## config.mk

```make
export PLATFORM = sky130hd
export DESIGN_NAME = write_buffer_drain
export DESIGN_NICKNAME = d
export VERILOG_FILES = /design/src/rtl/wb_drain_pkg.sv /design/src/rtl/write_buffer_drain_mask_to_strobe.sv /design/src/rtl/write_buffer_drain.sv
export SDC_FILE = /design/constraint.sdc
export NUM_CORES = 1
export LEC_CHECK = 0
export ABC_AREA = 1
export BUFFER_PORTS_ARGS = -buffer_cell sky130_fd_sc_hd__buf_4
export CORE_AREA = 2 2 437 439
export DETAILED_ROUTE_END_ITERATION = 8
export DIE_AREA = 0 0 439 441
export PLACE_DENSITY = 0.38
export SLEW_MARGIN = 20
export SYNTH_ARGS = -nofsm -noshare
export SYNTH_HDL_FRONTEND = slang
export SYNTH_SLANG_ARGS = --single-unit
```

## constraint.sdc

```tcl
create_clock -name clk -period 74.6 [get_ports clk]
set_clock_uncertainty 0.05 [all_clocks]
set_input_delay 3.73 -clock clk [delete_from_list [all_inputs] [get_ports clk]]
set_output_delay 3.73 -clock clk [all_outputs]
set_load 0.1 [all_outputs]
```

## src/rtl/wb_drain_pkg.sv

```systemverilog
// Shared definitions for the write-buffer drain path: state encoding and
// geometry of the default line/word configuration.
package wb_drain_pkg;

  typedef enum logic [1:0] {
    IDLE  = 2'b00,
    ISSUE = 2'b01,
    DONE  = 2'b10
  } state_t;

  localparam int unsigned DEF_DATASIZE   = 64;
  localparam int unsigned DEF_DATA_WIDTH = 32;
  localparam int unsigned WORDS          = 8 * DEF_DATASIZE / DEF_DATA_WIDTH;
  localparam int unsigned OFFSET_BITS    = $clog2(DEF_DATASIZE);
  localparam int unsigned INDEX_BITS     = $clog2(WORDS);

endpackage

```

## src/rtl/write_buffer_drain_mask_to_strobe.sv

```systemverilog
// Collapses a word-wide bit mask into per-byte write strobes: a byte is
// strobed when any of its eight mask bits is set.
module mask_to_strobe #(
  parameter int unsigned DATA_WIDTH = 32
) (
  input  logic [DATA_WIDTH-1:0]   mask,
  output logic [DATA_WIDTH/8-1:0] strobe
);

  // OR-reduce each byte lane of the mask
  always_comb begin
    strobe = '0;
    for (int unsigned b = 0; b < DATA_WIDTH / 8; b++) begin
      strobe[b] = |mask[8*b +: 8];
    end
  end

endmodule

```

## src/rtl/write_buffer_drain.sv

```systemverilog
// Drains one latched cache line into the word-wide memory port, one word
// per accepted request, skipping words whose strobes are all zero, and
// pulses done once the last word has been written or skipped.
module write_buffer_drain
  import wb_drain_pkg::*;
#(
  parameter int unsigned ADDRESSIZE = 32,
  parameter int unsigned DATASIZE   = 64,
  parameter int unsigned DATA_WIDTH = 32
) (
  input  logic                    clk,
  input  logic                    reset,
  input  logic                    write_enable,
  input  logic [ADDRESSIZE-1:0]   address_in,
  input  logic [8*DATASIZE-1:0]   data_in,
  input  logic [8*DATASIZE-1:0]   mask_in,
  output logic                    done,
  output logic                    busy,
  output logic                    protocol_error,
  output logic                    mem_req,
  output logic [ADDRESSIZE-1:0]   mem_addr,
  output logic [DATA_WIDTH-1:0]   mem_wdata,
  output logic [DATA_WIDTH/8-1:0] mem_wstrb,
  input  logic                    mem_ready
);

  localparam int unsigned N_WORDS   = 8 * DATASIZE / DATA_WIDTH;
  localparam int unsigned OFF_BITS  = $clog2(DATASIZE);
  localparam int unsigned IDX_BITS  = $clog2(N_WORDS);
  localparam int unsigned BYTE_BITS = OFF_BITS - IDX_BITS;
  localparam int unsigned HI_BITS   = ADDRESSIZE - OFF_BITS;
  localparam int unsigned STRB_W    = DATA_WIDTH / 8;
  localparam logic [IDX_BITS-1:0] LAST_IDX = IDX_BITS'(N_WORDS - 1);

  state_t                state;
  logic [IDX_BITS-1:0]   index;
  logic [HI_BITS-1:0]    line_q;
  logic [8*DATASIZE-1:0] data_q;
  logic [8*DATASIZE-1:0] mask_q;

  logic [HI_BITS-1:0]    nxt_hi;
  logic [IDX_BITS-1:0]   nxt_idx;
  logic [DATA_WIDTH-1:0] nxt_data;
  logic [DATA_WIDTH-1:0] nxt_mask;
  logic [STRB_W-1:0]     nxt_strb;
  logic [ADDRESSIZE-1:0] nxt_addr;

  // Line offset bits of the request address carry no information.
  logic unused_offset;
  assign unused_offset = ^address_in[OFF_BITS-1:0];

  // Word to present after the next edge: word 0 of the incoming request
  // when starting a line, otherwise the following word of the latched line.
  // Preloading here keeps every memory-side output a plain register.
  always_comb begin
    nxt_hi   = address_in[ADDRESSIZE-1:OFF_BITS];
    nxt_idx  = '0;
    nxt_data = data_in[DATA_WIDTH-1:0];
    nxt_mask = mask_in[DATA_WIDTH-1:0];
    if (state == ISSUE) begin
      nxt_hi   = line_q;
      nxt_idx  = index + IDX_BITS'(1);
      nxt_data = data_q[DATA_WIDTH*nxt_idx +: DATA_WIDTH];
      nxt_mask = mask_q[DATA_WIDTH*nxt_idx +: DATA_WIDTH];
    end
    nxt_addr = {nxt_hi, nxt_idx, {BYTE_BITS{1'b0}}};
  end

  mask_to_strobe #(
    .DATA_WIDTH(DATA_WIDTH)
  ) u_mask_to_strobe (
    .mask  (nxt_mask),
    .strobe(nxt_strb)
  );

  // Request sequencing FSM with registered outputs
  always_ff @(posedge clk) begin
    if (reset) begin
      state          <= IDLE;
      index          <= '0;
      done           <= 1'b0;
      busy           <= 1'b0;
      protocol_error <= 1'b0;
      mem_req        <= 1'b0;
      mem_addr       <= '0;
      mem_wdata      <= '0;
      mem_wstrb      <= '0;
    end else begin
      done <= 1'b0;
      case (state)
        IDLE, DONE: begin
          if (write_enable) begin
            line_q    <= address_in[ADDRESSIZE-1:OFF_BITS];
            data_q    <= data_in;
            mask_q    <= mask_in;
            index     <= '0;
            state     <= ISSUE;
            busy      <= 1'b1;
            mem_req   <= |nxt_strb;
            mem_addr  <= nxt_addr;
            mem_wdata <= nxt_data;
            mem_wstrb <= nxt_strb;
          end else begin
            state <= IDLE;
          end
        end
        ISSUE: begin
          if (write_enable) begin
            protocol_error <= 1'b1;
          end
          // A word is finished when accepted or when it was skipped.
          if (!mem_req || mem_ready) begin
            if (index == LAST_IDX) begin
              state     <= DONE;
              busy      <= 1'b0;
              done      <= 1'b1;
              mem_req   <= 1'b0;
              mem_addr  <= '0;
              mem_wdata <= '0;
              mem_wstrb <= '0;
            end else begin
              index     <= nxt_idx;
              mem_req   <= |nxt_strb;
              mem_addr  <= nxt_addr;
              mem_wdata <= nxt_data;
              mem_wstrb <= nxt_strb;
            end
          end
        end
        default: begin
          state <= IDLE;
          busy  <= 1'b0;
        end
      endcase
    end
  end

endmodule

```

Yosys cells after proc, flatten, opt, wreduce, memory -nomap -nowiden

Index checks and enable logic that the tools add are counted.

Input port bits: 1,060
Logic and storage cells: 75
Output and inout bits: 72
Bits in registers: 1,128

Eq/ne operators: 7
Mux-type cells: 33
Bitwise operators: 3
$add $sub $neg: 1
Shift operators: 2
Reduce and logical (&&, ||, !) cells: 17

Operator list:

| kind                                           | count |
|---|---|
| indexed part select 512 x 10 -> 32 bit         | 2 |
| two-way mux 32 bit                             | 8 |
| case mux 32 bit (2 select lines)               | 2 |
| OR reduction 32 bit                            | 1 |
| OR reduction 8 bit                             | 4 |
| two-way mux 4 bit                              | 7 |
| two-way mux 26 bit                             | 1 |
| case mux 4 bit (2 select lines)                | 2 |
| AND reduction 3 bit                            | 3 |
| two-way mux 1 bit                              | 8 |
| adder 4 x 1 -> 4 bit (second input constant)   | 1 |
| == test 4 bit (second input constant)          | 1 |
| two-way mux 2 bit                              | 2 |
| != test 2 x 1 -> 1 bit (second input constant) | 2 |
| != test 2 bit (second input constant)          | 2 |
| case mux 1 bit (2 select lines)                | 2 |
| case mux 2 bit (2 select lines)                | 1 |
| AND reduction 2 bit                            | 2 |
| AND reduction 4 bit                            | 1 |
| NOT 1 bit                                      | 3 |
| OR reduction 3 bit                             | 1 |
| == test 2 x 1 -> 1 bit (second input constant) | 1 |
| == test 2 bit (second input constant)          | 1 |
| zero test 2 bit                                | 1 |
| other kinds (4)                                | 4 |

Logic depth before layout (Yosys ltp)

Depth in word-level cells: 7
Gate-level depth with buffers: 17
Gate-level depth less buffers: 14

Modules after synthesis

Synthesis repeated with hierarchy kept, for this count alone.

Cell total of the unflattened synthesis: 3,899
Area total of the unflattened synthesis: 44,991.9 um2

By module, submodules not included:

| module             | sequential area each (um2) | cells an instance | area an instance (um2) | instances |
|---|---|---|---|---|
| write_buffer_drain | 33,051.7                   | 3,839             | 44,766.7               | 1 |
| mask_to_strobe     | 0.0                        | 60                | 225.2                  | 1 |

Least setup slack after synthesis

No wires, ideal clock.

Kind: input to register
From: in reset
To: reg data_q[0], enable pin
Buffers on the path: 3
Stages on the path: 4
Setup time: 2.500 ns
Required time: 72.050 ns
Arrival time: 47.720 ns
Path slack: 24.330 ns
Path through: clkbuf_1 -> clkbuf_1 -> buf_1 -> nor2_1

Word-level cells in the longest chain between the ends: 2

RTL lines:

| item                                 | RTL line                 | RTL |
|---|---|---|
| start, declared                      | write_buffer_drain.sv:12 | `input logic reset,` |
| NOT 1 bit (no source line)           | n/a                      |  |
| AND reduction 3 bit (no source line) | n/a                      |  |
| end signal, assigned                 | write_buffer_drain.sv:94 | `data_q <= data_in;` |
| end, declared                        | write_buffer_drain.sv:38 | `logic [8*DATASIZE-1:0] data_q;` |

No other way between the ends.
A chain may end at the register's enable or synchronous reset.

Worst setup path after layout

From: in write_enable
To: reg data_q[459], enable pin

Word-level cells in the longest chain between the ends: 1

RTL lines:

| item                                 | RTL line                 | RTL |
|---|---|---|
| start, declared                      | write_buffer_drain.sv:13 | `input logic write_enable,` |
| AND reduction 3 bit (no source line) | n/a                      |  |

No other way between the ends.

==> impl_metrics.env <==
export IMPL_initial_utilization=0.220
export IMPL_syn_area_per_cell_sq_um=14.3
export IMPL_drive_above_1_share=0.328
export IMPL_dieHeight_microns=441
export IMPL_path_max_fanout=75
export IMPL_final_common_cell="buf_4"
export IMPL_globalplace_congestion=0.830
export IMPL_placed_cell_area_sq_um=52700
export IMPL_yosysUniqueCellTypes=31
export IMPL_synth_seq_area_share=0.794
export IMPL_cap_violations=0
export IMPL_io_pins=1132
export IMPL_antenna_found_initial=57
export IMPL_slew_violations=0
export IMPL_setup_violations=0
export IMPL_clk_path_buf_depth=3
export IMPL_coreArea_sq_um=189000
export IMPL_hold_path_depth=2
export IMPL_htreeDepth=4
export IMPL_synth_area_sq_um=41600
export IMPL_synth_cells=2900
export IMPL_dp_slack_ns=66.08
export IMPL_min_period_over_period=0.101
export IMPL_track_usage=0.185
export IMPL_status="finished, final reports clean"
export IMPL_tightest_slew_ns=1.15
export IMPL_synth_warning_count=0
export IMPL_stdcell_area_sq_um=57100
export IMPL_layout_area_overhead_vs_synth_pct=37.2
export IMPL_clk_pin_slew_ns=0.06
export IMPL_post_cts_resized=0
export IMPL_die_width_microns=439
export IMPL_avgRoutedWirePerCell_microns=27.9
export IMPL_dp_hpwl_microns=135000
export IMPL_dr_pass1_iters=6
export IMPL_endpoint_kind="flop"
export IMPL_cts_hold_buf=0
export IMPL_dieArea_sq_um=194000
export IMPL_cts_tree="built"
export IMPL_io_buffers=1123
export IMPL_setup_tns_ns=0
export IMPL_synth_seq_cells=1126
export IMPL_final_cell_mix="buf_4 (1,156), edfxtp_1 (1,050), nor2_1 (473)"
export IMPL_irDropWorstVdd_mv=0.0171
export IMPL_min_period_ns=7.54
export IMPL_worst_ep_required_time_ns=74.97
export IMPL_max_freq_mhz=133
export IMPL_worstPathArrival_ns=7.91
export IMPL_grt_first_pass_wirelength_microns=244000
export IMPL_viasPerCell=4.31
export IMPL_drc=0
export IMPL_final_util=0.302
export IMPL_cellLeakagePower_nw=21.0
export IMPL_cts_root_buf="clkbuf_16"
export IMPL_post_cts_setup_buffers=0
export IMPL_critPathKind="input port to flop"
export IMPL_grt_start_max_net_pins=176
export IMPL_clkLatencyLatePin_ns=0.79
export IMPL_rsz0062_at_grt="no"
export IMPL_hold_viol=0
export IMPL_rows=160
export IMPL_grt_pass1_vias=28700
export IMPL_cp_start_kind="input port"
export IMPL_layout_nets=5107
export IMPL_hold_path_class="flop to flop"
export IMPL_rr_worst_depth=7
export IMPL_cts_sinks=1126
export IMPL_vias=28800
export IMPL_fin_ws_ns=67.06
export IMPL_power_density_nw_per_um2=26.9
export IMPL_numCtsBuffers=142
export IMPL_power_mw=1.54
export IMPL_wl_microns=186000
export IMPL_grt_overflow_total=0
export IMPL_slew_headroom=0.230
export IMPL_drt_iter0_drc=2165
export IMPL_n_fill_cell=19400
export IMPL_drt_antenna_violating_nets=0
[path summary, 6_finish.rpt]
path                  startpoint              to  slack (ns)
setup / recovery    write_enable     data_q[459]       67.06
hold / removal    protocol_error  protocol_error        0.40
setup reg to reg        state[0]     data_q[459]       69.93
hold reg to reg   protocol_error  protocol_error        0.40
[final cells by class]
type	instances	area, sq um	share of cell area
inverter	21	95.1	0.00167
timing repair buffer	1161	8780	0.154
sequential	1126	33100	0.579
clock buffer	194	3870	0.0678
tap	2511	3140	0.0550
antenna	18	45.0	0.000789
clock inverter	57	460	0.00807
multi-input combinational	1594	7640	0.134
[state kept, by name (all words and copies together), names as in the netlist, 2 cells and up]
signal,count
data_q,512
mask_q,512
mem_wdata,32
mem_addr,30
line_q,26
index,4
mem_wstrb,4
state,2
[worst max-delay path, cell delays in order]
cell and delay (ns):
buf_4 0.22, nand2_1 0.19, nor2_4 0.64, buf_4 0.64
buf_4 0.66, buf_4 0.93, buf_4 0.71
[metrics by stage]
| step | std cells | hold WS (ns) |
|---|---|---|
| 5_1_grt | 6680 | 0.424 |
| 4_1_cts | 6664 | 0.403 |
| 2_1_floorplan | 2901 | 0.420 |
| 6_report | 6682 | 0.400 |
| 3_5_place_dp | 6413 | 0.393 |
| 3_3_place_gp | 6413 | 0.398 |
[synth_stat cells]
cell      number  area [sq um]
nor3_1        47           235
a21oi_1       43           215
nand2_2        2          12.5
nand3_2        1          10.0
conb_1         1          3.75
buf_2         38           190
edfxtp_1    1050         31500
dfxtp_1       76          1520
clkbuf_1      83           312
buf_1          1          3.75
nor2_4         2          22.5
inv_2          8          30.0
o221ai_1     127          1110
buf_4         17           128
clkbuf_2       1          5.00
nand3b_1      25           188
buf_6         19           214
nor4_1         8          50.1
o22ai_1        1          6.26
o21ai_1       69           345
inv_1         13          48.8
a21oi_2        1          8.76
a211oi_1       1          7.51
nand2_1      355          1330
nand3_1      185           926
a31oi_1       58           363
xor2_2         1          16.3
buf_12         1          20.0
nor2_1       474          1780
o21ai_0      191           956
ha_1           1          12.5
[cells by family after synthesis]
group | after synthesis | share of synthesized area
compound gates | 491 | 0.0724
fa+ha+maj | 1 | 0.000301
simple gates | 1099 | 0.109
flops | 1126 | 0.794
xor+xnor | 1 | 0.000391
buf+inv | 181 | 0.0229
other cells | 1 | 0.0000901
[where the power goes]
group / total (mW) / switching [mW] / internal, mW
combinational: 0.146 / 0.0927 / 0.0536
clock: 0.656 / 0.281 / 0.375
sequential: 0.734 / 0.00908 / 0.725
[routing by layer]
layer  wire length, microns  share of wire  vias up  GRT usage
met5                    274         0.0015        -          0
met4                   3760          0.020       42     0.0511
met3                  13100          0.070      241     0.0556
met2                  93500           0.50      970      0.314
met1                  75800           0.41    14400      0.228
li1                       -              -    13100          -
(Power assumes the default switching activity.)
